<file path="src/rtl/fast_corner_score_if.sv">
// Patch beat in / scored corner result out, shared by the sliding-window stage,
// the corner scorer and the non-maximum-suppression stage.
interface fast_corner_score_if #(
    parameter int COL_NUM     = 640,
    parameter int ROW_NUM     = 480,
    parameter int PIXEL_WIDTH = 8,
    parameter int XW          = $clog2(COL_NUM),
    parameter int YW          = $clog2(ROW_NUM),
    parameter int SCORE_W     = PIXEL_WIDTH + 4
);
    logic [56*PIXEL_WIDTH-1:0] patch_i;
    logic                      patch_vld_i;
    logic [XW-1:0]             x_i;
    logic [YW-1:0]             y_i;
    logic                      eol_i;
    logic [PIXEL_WIDTH-1:0]    thresh_i;

    logic                      corner_vld_o;
    logic                      corner0_o;
    logic                      corner1_o;
    logic [SCORE_W-1:0]        score0_o;
    logic [SCORE_W-1:0]        score1_o;
    logic [XW-1:0]             x_o;
    logic [YW-1:0]             y_o;
    logic                      eol_o;

    modport slave (
        input  patch_i, patch_vld_i, x_i, y_i, eol_i, thresh_i,
        output corner_vld_o, corner0_o, corner1_o, score0_o, score1_o, x_o, y_o, eol_o
    );

    modport master (
        output patch_i, patch_vld_i, x_i, y_i, eol_i, thresh_i,
        input  corner_vld_o, corner0_o, corner1_o, score0_o, score1_o, x_o, y_o, eol_o
    );
endinterface

</file>
<file path="src/rtl/fast_corner_score.sv">
// FAST-16 segment test and SAD-style score for the two 7x7 windows of an 8x7 patch,
// three registered stages, one beat per cycle, no backpressure.
module fast_corner_score #(
    parameter int COL_NUM     = 640,
    parameter int ROW_NUM     = 480,
    parameter int PIXEL_WIDTH = 8
) (
    input  logic                clk,
    input  logic                rst_n,
    fast_corner_score_if.slave  bus
);
    localparam int PW      = PIXEL_WIDTH;
    localparam int XW      = $clog2(COL_NUM);
    localparam int YW      = $clog2(ROW_NUM);
    localparam int SCORE_W = PIXEL_WIDTH + 4;

    localparam int DR [16] = '{-3, -3, -2, -1, 0, 1, 2, 3, 3, 3, 2, 1, 0, -1, -2, -3};
    localparam int DC [16] = '{0, 1, 2, 3, 3, 3, 2, 1, 0, -1, -2, -3, -3, -3, -2, -1};

    localparam logic [XW-1:0] X_MIN  = XW'(3);
    localparam logic [XW-1:0] X_MAX  = XW'(COL_NUM - 4);
    localparam logic [YW-1:0] Y0_MIN = YW'(3);
    localparam logic [YW-1:0] Y0_MAX = YW'(ROW_NUM - 4);
    localparam logic [YW:0]   Y1_MIN = (YW+1)'(3);
    localparam logic [YW:0]   Y1_MAX = (YW+1)'(ROW_NUM - 4);

    // True when the 16-bit ring holds a run of at least 9 set bits, wrap included.
    function automatic logic has_run9(input logic [15:0] m);
        logic [31:0] dbl;
        has_run9 = 1'b0;
        dbl = {m, m};
        for (int s = 0; s < 16; s++) begin
            if (&dbl[s +: 9]) has_run9 = 1'b1;
        end
    endfunction

    logic [1:0][15:0]         w_bright;
    logic [1:0][15:0]         w_dark;
    logic [1:0][15:0][PW-1:0] w_d;

    for (genvar w = 0; w < 2; w++) begin : g_win
        localparam int CR = 3 + w;
        logic [PW-1:0] w_c;
        assign w_c = bus.patch_i[(CR*7+3)*PW +: PW];

        for (genvar k = 0; k < 16; k++) begin : g_pix
            localparam int PIX = (CR + DR[k]) * 7 + 3 + DC[k];
            logic [PW-1:0] w_p;
            logic [PW-1:0] w_abs;
            assign w_p            = bus.patch_i[PIX*PW +: PW];
            assign w_bright[w][k] = {1'b0, w_p} > ({1'b0, w_c} + {1'b0, bus.thresh_i});
            assign w_dark[w][k]   = ({1'b0, w_p} + {1'b0, bus.thresh_i}) < {1'b0, w_c};
            assign w_abs          = (w_p > w_c) ? (w_p - w_c) : (w_c - w_p);
            assign w_d[w][k]      = (w_abs > bus.thresh_i) ? (w_abs - bus.thresh_i) : '0;
        end
    end

    logic [1:0][15:0]         r_s1_bright;
    logic [1:0][15:0]         r_s1_dark;
    logic [1:0][15:0][PW-1:0] r_s1_d;
    logic [XW-1:0]            r_s1_x;
    logic [YW-1:0]            r_s1_y;
    logic                     r_s1_eol;
    logic                     r_s1_vld;

    always_ff @(posedge clk) begin
        if (!rst_n) begin
            r_s1_bright <= '0;
            r_s1_dark   <= '0;
            r_s1_d      <= '0;
            r_s1_x      <= '0;
            r_s1_y      <= '0;
            r_s1_eol    <= 1'b0;
            r_s1_vld    <= 1'b0;
        end else begin
            r_s1_bright <= w_bright;
            r_s1_dark   <= w_dark;
            r_s1_d      <= w_d;
            r_s1_x      <= bus.x_i;
            r_s1_y      <= bus.y_i;
            r_s1_eol    <= bus.eol_i;
            r_s1_vld    <= bus.patch_vld_i;
        end
    end

    logic [1:0]              w_seg;
    logic [1:0][SCORE_W-1:0] w_sum;

    for (genvar w = 0; w < 2; w++) begin : g_tree
        logic [7:0][SCORE_W-1:0] w_l1;
        logic [3:0][SCORE_W-1:0] w_l2;
        logic [1:0][SCORE_W-1:0] w_l3;

        for (genvar i = 0; i < 8; i++) begin : g_l1
            assign w_l1[i] = SCORE_W'(r_s1_d[w][2*i]) + SCORE_W'(r_s1_d[w][2*i+1]);
        end
        for (genvar i = 0; i < 4; i++) begin : g_l2
            assign w_l2[i] = w_l1[2*i] + w_l1[2*i+1];
        end
        for (genvar i = 0; i < 2; i++) begin : g_l3
            assign w_l3[i] = w_l2[2*i] + w_l2[2*i+1];
        end
        assign w_sum[w] = w_l3[0] + w_l3[1];
        assign w_seg[w] = has_run9(r_s1_bright[w]) | has_run9(r_s1_dark[w]);
    end

    logic [1:0]              r_s2_seg;
    logic [1:0][SCORE_W-1:0] r_s2_sum;
    logic [XW-1:0]           r_s2_x;
    logic [YW-1:0]           r_s2_y;
    logic                    r_s2_eol;
    logic                    r_s2_vld;

    always_ff @(posedge clk) begin
        if (!rst_n) begin
            r_s2_seg <= '0;
            r_s2_sum <= '0;
            r_s2_x   <= '0;
            r_s2_y   <= '0;
            r_s2_eol <= 1'b0;
            r_s2_vld <= 1'b0;
        end else begin
            r_s2_seg <= w_seg;
            r_s2_sum <= w_sum;
            r_s2_x   <= r_s1_x;
            r_s2_y   <= r_s1_y;
            r_s2_eol <= r_s1_eol;
            r_s2_vld <= r_s1_vld;
        end
    end

    // The lower centre sits one row below y; the extra bit keeps y+1 from wrapping.
    logic [YW:0] w_y1;
    logic        w_x_in;
    logic        w_y0_in;
    logic        w_y1_in;
    logic [1:0]  w_corner;

    assign w_y1        = {1'b0, r_s2_y} + (YW+1)'(1);
    assign w_x_in      = (r_s2_x >= X_MIN) && (r_s2_x <= X_MAX);
    assign w_y0_in     = (r_s2_y >= Y0_MIN) && (r_s2_y <= Y0_MAX);
    assign w_y1_in     = (w_y1 >= Y1_MIN) && (w_y1 <= Y1_MAX);
    assign w_corner[0] = r_s2_seg[0] & w_x_in & w_y0_in;
    assign w_corner[1] = r_s2_seg[1] & w_x_in & w_y1_in;

    logic               r_corner_vld;
    logic               r_corner0;
    logic               r_corner1;
    logic [SCORE_W-1:0] r_score0;
    logic [SCORE_W-1:0] r_score1;
    logic [XW-1:0]      r_x;
    logic [YW-1:0]      r_y;
    logic               r_eol;

    always_ff @(posedge clk) begin
        if (!rst_n) begin
            r_corner_vld <= 1'b0;
            r_corner0    <= 1'b0;
            r_corner1    <= 1'b0;
            r_score0     <= '0;
            r_score1     <= '0;
            r_x          <= '0;
            r_y          <= '0;
            r_eol        <= 1'b0;
        end else begin
            r_corner_vld <= r_s2_vld;
            if (r_s2_vld) begin
                r_corner0 <= w_corner[0];
                r_corner1 <= w_corner[1];
                r_score0  <= w_corner[0] ? r_s2_sum[0] : '0;
                r_score1  <= w_corner[1] ? r_s2_sum[1] : '0;
                r_x       <= r_s2_x;
                r_y       <= r_s2_y;
                r_eol     <= r_s2_eol;
            end
        end
    end

    assign bus.corner_vld_o = r_corner_vld;
    assign bus.corner0_o    = r_corner0;
    assign bus.corner1_o    = r_corner1;
    assign bus.score0_o     = r_score0;
    assign bus.score1_o     = r_score1;
    assign bus.x_o          = r_x;
    assign bus.y_o          = r_y;
    assign bus.eol_o        = r_eol;
endmodule
</file>
<file path="src/flat_wrapper.sv">
// flat-port wrapper written by rule: the top's interface ports become plain ports
module fast_corner_score_flat 
#(
    parameter int COL_NUM     = 640,
    parameter int ROW_NUM     = 480,
    parameter int PIXEL_WIDTH = 8
)
  (clk, rst_n, bus_patch_i, bus_patch_vld_i, bus_x_i, bus_y_i, bus_eol_i, bus_thresh_i, bus_corner_vld_o, bus_corner0_o, bus_corner1_o, bus_score0_o, bus_score1_o, bus_x_o, bus_y_o, bus_eol_o);
  fast_corner_score_if #(.COL_NUM(COL_NUM), .ROW_NUM(ROW_NUM), .PIXEL_WIDTH(PIXEL_WIDTH)) bus_i ();
  input  logic clk;
  input  logic rst_n;
  input wire logic [$bits(bus_i.patch_i)-1:0] bus_patch_i;
  input wire logic [$bits(bus_i.patch_vld_i)-1:0] bus_patch_vld_i;
  input wire logic [$bits(bus_i.x_i)-1:0] bus_x_i;
  input wire logic [$bits(bus_i.y_i)-1:0] bus_y_i;
  input wire logic [$bits(bus_i.eol_i)-1:0] bus_eol_i;
  input wire logic [$bits(bus_i.thresh_i)-1:0] bus_thresh_i;
  output wire logic [$bits(bus_i.corner_vld_o)-1:0] bus_corner_vld_o;
  output wire logic [$bits(bus_i.corner0_o)-1:0] bus_corner0_o;
  output wire logic [$bits(bus_i.corner1_o)-1:0] bus_corner1_o;
  output wire logic [$bits(bus_i.score0_o)-1:0] bus_score0_o;
  output wire logic [$bits(bus_i.score1_o)-1:0] bus_score1_o;
  output wire logic [$bits(bus_i.x_o)-1:0] bus_x_o;
  output wire logic [$bits(bus_i.y_o)-1:0] bus_y_o;
  output wire logic [$bits(bus_i.eol_o)-1:0] bus_eol_o;
  assign bus_i.patch_i = bus_patch_i;
  assign bus_i.patch_vld_i = bus_patch_vld_i;
  assign bus_i.x_i = bus_x_i;
  assign bus_i.y_i = bus_y_i;
  assign bus_i.eol_i = bus_eol_i;
  assign bus_i.thresh_i = bus_thresh_i;
  assign bus_corner_vld_o = bus_i.corner_vld_o;
  assign bus_corner0_o = bus_i.corner0_o;
  assign bus_corner1_o = bus_i.corner1_o;
  assign bus_score0_o = bus_i.score0_o;
  assign bus_score1_o = bus_i.score1_o;
  assign bus_x_o = bus_i.x_o;
  assign bus_y_o = bus_i.y_o;
  assign bus_eol_o = bus_i.eol_o;
  fast_corner_score #(.COL_NUM(COL_NUM), .ROW_NUM(ROW_NUM), .PIXEL_WIDTH(PIXEL_WIDTH)) u_core (.clk(clk), .rst_n(rst_n), .bus(bus_i));
endmodule
</file>
<file path="config.mk">
export PLATFORM = sky130hd
export DESIGN_NAME = fast_corner_score_flat
export DESIGN_NICKNAME = d
export VERILOG_FILES = /design/src/rtl/fast_corner_score_if.sv /design/src/rtl/fast_corner_score.sv /design/src/flat_wrapper.sv
export SDC_FILE = /design/constraint.sdc
export NUM_CORES = 2
export LEC_CHECK = 0
export BUFFER_PORTS_ARGS = -buffer_cell sky130_fd_sc_hd__buf_4
export CORE_MARGIN = 2
export CORE_UTILIZATION = 40
export DETAILED_ROUTE_END_ITERATION = 12
export HOLD_SLACK_MARGIN = 0.02
export PLACE_DENSITY_LB_ADDON = 0.2
export SLEW_MARGIN = 5
export SYNTH_ARGS = -nofsm -noshare
export SYNTH_HDL_FRONTEND = slang
export SYNTH_SLANG_ARGS = --single-unit
</file>
<file path="constraint.sdc">
create_clock -name clk -period 10.43 [get_ports clk]
set_clock_uncertainty 0.15 [all_clocks]
set_input_delay 1.043 -clock clk [delete_from_list [all_inputs] [get_ports clk]]
set_output_delay 1.043 -clock clk [all_outputs]
set_load 0.01 [all_outputs]
</file>
# After elaboration in Yosys (flattened, before gate mapping)
# Index checks and enable logic that the tools add are counted.
[word_totals]
rom_bits = 0
ram_bits = 0
out_inout_bits = 47
mem_count = 0
inputBits = 479
ff_bits = 435
latchBits = 0
[classes]
n_eq_ne = 0
n_bitwise = 6
n_div = 0
n_shift = 0
muxes = 98
order_cmp = 134
add_sub_neg = 157
mul = 0
n_reduce_logical = 99
[ops]
columns = ["op", "count"]
rows = [
  ["$sub A8 B8 Y8", 96],
  ["$reduce_and A9 Y1", 64],
  ["$gt A8 B8 Y1", 64],
  ["$add A8 B8 Y9", 46],
  ["$gt A8 B9 Y1", 32],
  ["$lt A9 B8 Y1", 32],
  ["$mux W8", 32],
  ["$add A12 B12 Y12", 14],
  ["$mux W1", 64],
  ["$reduce_and A2 Y1", 32],
  ["$mux W12", 2],
  ["$ge A10 B2 Y1 const B", 2],
  ["$add A9 B1 Y10 const B", 1],
  ["$le A10 B10 Y1 const B", 1],
  ["$le A10 B9 Y1 const B", 1],
  ["$ge A9 B2 Y1 const B", 1],
  ["$le A9 B9 Y1 const B", 1],
  ["$and A1 B1 Y1", 4],
  ["$logic_and A1 B1 Y1", 3],
  ["$or A1 B1 Y1", 2],
]

# Depth between registers and ports, before layout
[depth]
ltp_word = 18
depth_mapped = 23
depth_no_buf = 23

# Worst setup path before layout
# Ideal clock, no wire load.
[synth_timing]
path_kind = "flip-flop to flip-flop"
from = "register u_core.r_s1_d[32] (netlist name)"
to = "register u_core.r_s2_sum[10] (netlist name)"
setup_slack_ns = 5.159
n_path_buf = 0
required_time_ns = 10.165
path_stages_with_launch = 23
arrival_ns = 5.006
path_cell_list = "dfxtp_1 > ha_1 > fa_1 > a21o_1 > a21oi_1 > nor2b_1 > o21a_1 > o21ai_0 > nand2b_1 > a21oi_1 > fa_1 > inv_1 > fa_1 > fa_1 > inv_1 > fa_1 > inv_1 > ha_1 > or2_2 > a21oi_1 > a21oi_1 > xor2_1 > and2_1"
[synth_between]
elab_chain_cells = 4
[synth_rtl]
columns = ["item", "line_no", "source"]
rows = [
  ["start, declared", "fast_corner_score.sv:60", "logic [1:0][15:0][PW-1:0] r_s1_d;"],
  ["start signal, assigned", "fast_corner_score.sv:78", "r_s1_d <= w_d;"],
  ["$add A8 B8 Y9", "fast_corner_score.sv:95", "assign w_l1[i] = SCORE_W'(r_s1_d[w][2*i]) + SCORE_W'(r_s1_d[w][2*i+1]);"],
  ["$add A12 B12 Y12", "fast_corner_score.sv:98", "assign w_l2[i] = w_l1[2*i] + w_l1[2*i+1];"],
  ["$add A12 B12 Y12", "fast_corner_score.sv:101", "assign w_l3[i] = w_l2[2*i] + w_l2[2*i+1];"],
  ["$add A12 B12 Y12", "fast_corner_score.sv:103", "assign w_sum[w] = w_l3[0] + w_l3[1];"],
  ["end signal, assigned", "fast_corner_score.sv:124", "r_s2_sum <= w_sum;"],
  ["end, declared", "fast_corner_score.sv:108", "logic [1:0][SCORE_W-1:0] r_s2_sum;"],
]
# Every way passes these cells.
# A chain may end at the register's enable or synchronous reset.

# Final worst setup path
[layout_timing]
from = "register u_core.r_s1_d[48] (netlist name)"
to = "register u_core.r_s2_sum[10] (netlist name)"
# Same word-level chain as after synthesis.

==> metrics.cfg <==
[final_layout]
layout_commonest_cell=ha_1
final_cell_mix=1608 x ha_1, 684 x a21oi_1, 638 x inv_1
syn_to_final_growth_pct=10.9
nets=10200
drive_gt1_share_pct=8.21

[timing]
setup_tns_ns=0
report.final.slew_viol_count=0
worst_pin_slew_ns=1.20
setup_viol=0
rsz0062_at_grt=false
relSlewSlack_pct=19.4
fin_crit_sh_pct=55.9
fmax_mhz=171
min_period_ns=5.83
hold_viol=0

[pwr]
total_power_w=0.0149
p_seq_share_pct=14.6
irDropWorstVdd_uv=569
p_int_w=0.00776
power.density_nw_per_um2=206
power_frac_comb_pct=72.4
p_sw_share_pct=47.9
p_leak_nw=35.5
clkPwrFrac_pct=13.0
p_switching_w=0.00713

[yosys]
ys_seq_elements=435
async_reset_ff_share_pct=0
syn-num-nets=9817
synth.distinct_cells=71
synth_flop_cell=dfxtp_1
yosysSeqAreaShare_pct=13.4
syn_inst=7482
ys_warn_count=0
avgSynthCellArea_sq_um=8.71
netlist_top_cells_area=ha_1 31%, dfxtp_1 13%, fa_1 7.6%
synth_edf_count=0
yosys.area.top_type=ha_1
netlist_area_sq_um=65200
synth_top_area_share_pct=30.9

[die]
fp.dieW_um=408
core_sq_um=162000
die_y_um=408
dieArea_sq_um=166000
rows=148
initial_core_util_pct=40.1
io_pins=526

[setup_path]
crit_type=reg2reg
r2r-start=u_core.r_s1_d[48]
crit_required_ns=10.81
startpoint_type=flop
rrSetupSlack_ns=4.60
critPathMaxFanout=2
reg2reg_depth=21
r2r_end=u_core.r_s2_sum[10]
critical_path_arrival_ns=6.22
end_kind=flop

[drt]
via_per_inst=5.64
antenna_left=0
vias=56700
first_pass_iters=5
wire_per_inst_um=22.6
drc_errors=0
drtIter0Drc=4276
wl_um=227000

[clock_network]
clk_path_buf_depth=3
cts_root_buf=clkbuf_16
numCtsBuffers=51
clkLatencyLatePin_ns=0.65
cts_resized=0
h-tree-depth=2
clock_sinks=435
cts_setup_buffers=0
clkSlewWorstSetupHoldPaths_ns=0.06
cts_tree=yes
holdBufCountCts=0

[worst_hold_path]
min_to=u_core.r_s2_x[6]
min_from=u_core.r_s1_x[6]
hold_depth=1
min_path_type=reg2reg

[status]
status=finished clean

[placed_design]
numPortBuffers=317
hpwl_um=172000
gp_congestion=0.934

[grt]
grt_pass1_vias=55000
grt_pass1_wl_um=337000
antenna_found_initial=30
grt_max_degree=68
overflow=0
gr-usage-all-layers_pct=26.6

[flow_run]
cap_violations=0

-- final cells by class --
cell class              instances  area [sq um]
repair buffers                387          2910
inverters                     659          2480
well taps                    2175          2720
diodes                          2          5.00
clock inverters                26           413
flip-flops and latches        435          8710
clock buffers                  68          1420
fillers                     15900         90100
multi-input cells            6291         53700
-- through the flow --
| stage | utilization (%) | instance area (sq um) | setup WS, ns | cells | hold WS (ns) |
|---|---|---|---|---|---|
| floorplan | - | 65200 | 5.16 | 7482 | 0.262 |
| global placement | 43.4 | 70500 | 4.14 | 9947 | 0.263 |
| detailed placement | 43.4 | 70500 | 4.07 | 9947 | 0.268 |
| CTS | 44.5 | 72300 | 4.66 | 10000 | 0.283 |
| global route | 44.5 | 72300 | 4.40 | 10000 | 0.291 |
| finish | 44.5 | 72300 | 4.60 | 10000 | 0.283 |
-- cell families after synthesis --
group	share of synthesized area, %
and+or+nand+nor	12.3
buffers and inverters	4.50
muxes	3.10
xor gates and xnor gates	7.76
DFF	13.4
adders and majority gates	38.5
AOI/OAI and AO/OA	20.5
-- critical path: stages, from the launching register on --
cell and delay, ns:
dfxtp_1 0.30, ha_1 0.22, fa_1 0.41, a21o_1 0.18, a21oi_1 0.22, o21bai_1 0.09
a21oi_1 0.25, nor2b_1 0.08, o21ai_0 0.15, nand2b_1 0.10, fa_1 0.67, fa_1 0.54
fa_1 0.58, inv_1 0.06, fa_1 0.53, inv_1 0.04, ha_1 0.32, or2_2 0.31
a21oi_1 0.16, a21oi_1 0.07, xor2_1 0.15, and2_1 0.15
-- sequential cells by signal, indices dropped and copies added (netlist names), 12 cells and up --
register             flops
u_core.bus.score1_o     12
u_core.r_s2_sum         24
u_core.r_s1_d          256
u_core.r_s1_dark        32
u_core.r_s1_bright      32
u_core.bus.score0_o     12
-- worst max path at each step --
| stage | start | to | slack (ns) | cells past startpoint |
|---|---|---|---|---|
| floorplan | u_core.r_s1_d[32] | u_core.r_s2_sum[10] | 5.16 | 22 |
| global placement | bus_patch_i[254] | u_core.r_s1_d[183] | 4.14 | 16 |
| detailed placement | bus_patch_i[254] | u_core.r_s1_d[183] | 4.07 | 16 |
| CTS | u_core.r_s1_d[88] | u_core.r_s2_sum[10] | 4.66 | 21 |
| global route | u_core.r_s1_d[48] | u_core.r_s2_sum[10] | 4.40 | 21 |
| finish | u_core.r_s1_d[48] | u_core.r_s2_sum[10] | 4.60 | 21 |
-- power by group through the flow --
stage	sequential, W	clock (W)	combinational (W)
2_1_floorplan	0.00213	0	0.00755
3_3_place_gp	0.00220	0	0.0104
6_report	0.00217	0.00194	0.0108
5_1_grt	0.00219	0.00204	0.0121
4_1_cts	0.00217	0.00198	0.0106
3_5_place_dp	0.00220	0	0.0106
-- metal layers --
layer	GRT usage (%)	wire length, um
met1	37.3	107000
met2	41.1	96200
met3	4.61	16300
met4	8.36	7730
met5	0	220
-- cell usage after synthesis (63+ instances only) --
cell         n
inv_1      659
nor2b_1    201
nand2_1    249
fa_1       248
nand3_1     67
o21bai_1    70
nand2b_1   115
and2_1      63
dfxtp_1    435
a21o_1     458
a211oi_1    84
nand4_1    170
ha_1      1608
mux2_2      75
nor3_1     155
mux2i_1    111
o21ai_0    359
xnor2_1    452
xor2_1     126
nor2_1     402
a21oi_1    684
o21ai_1     65
(Power assumes the default switching activity.)
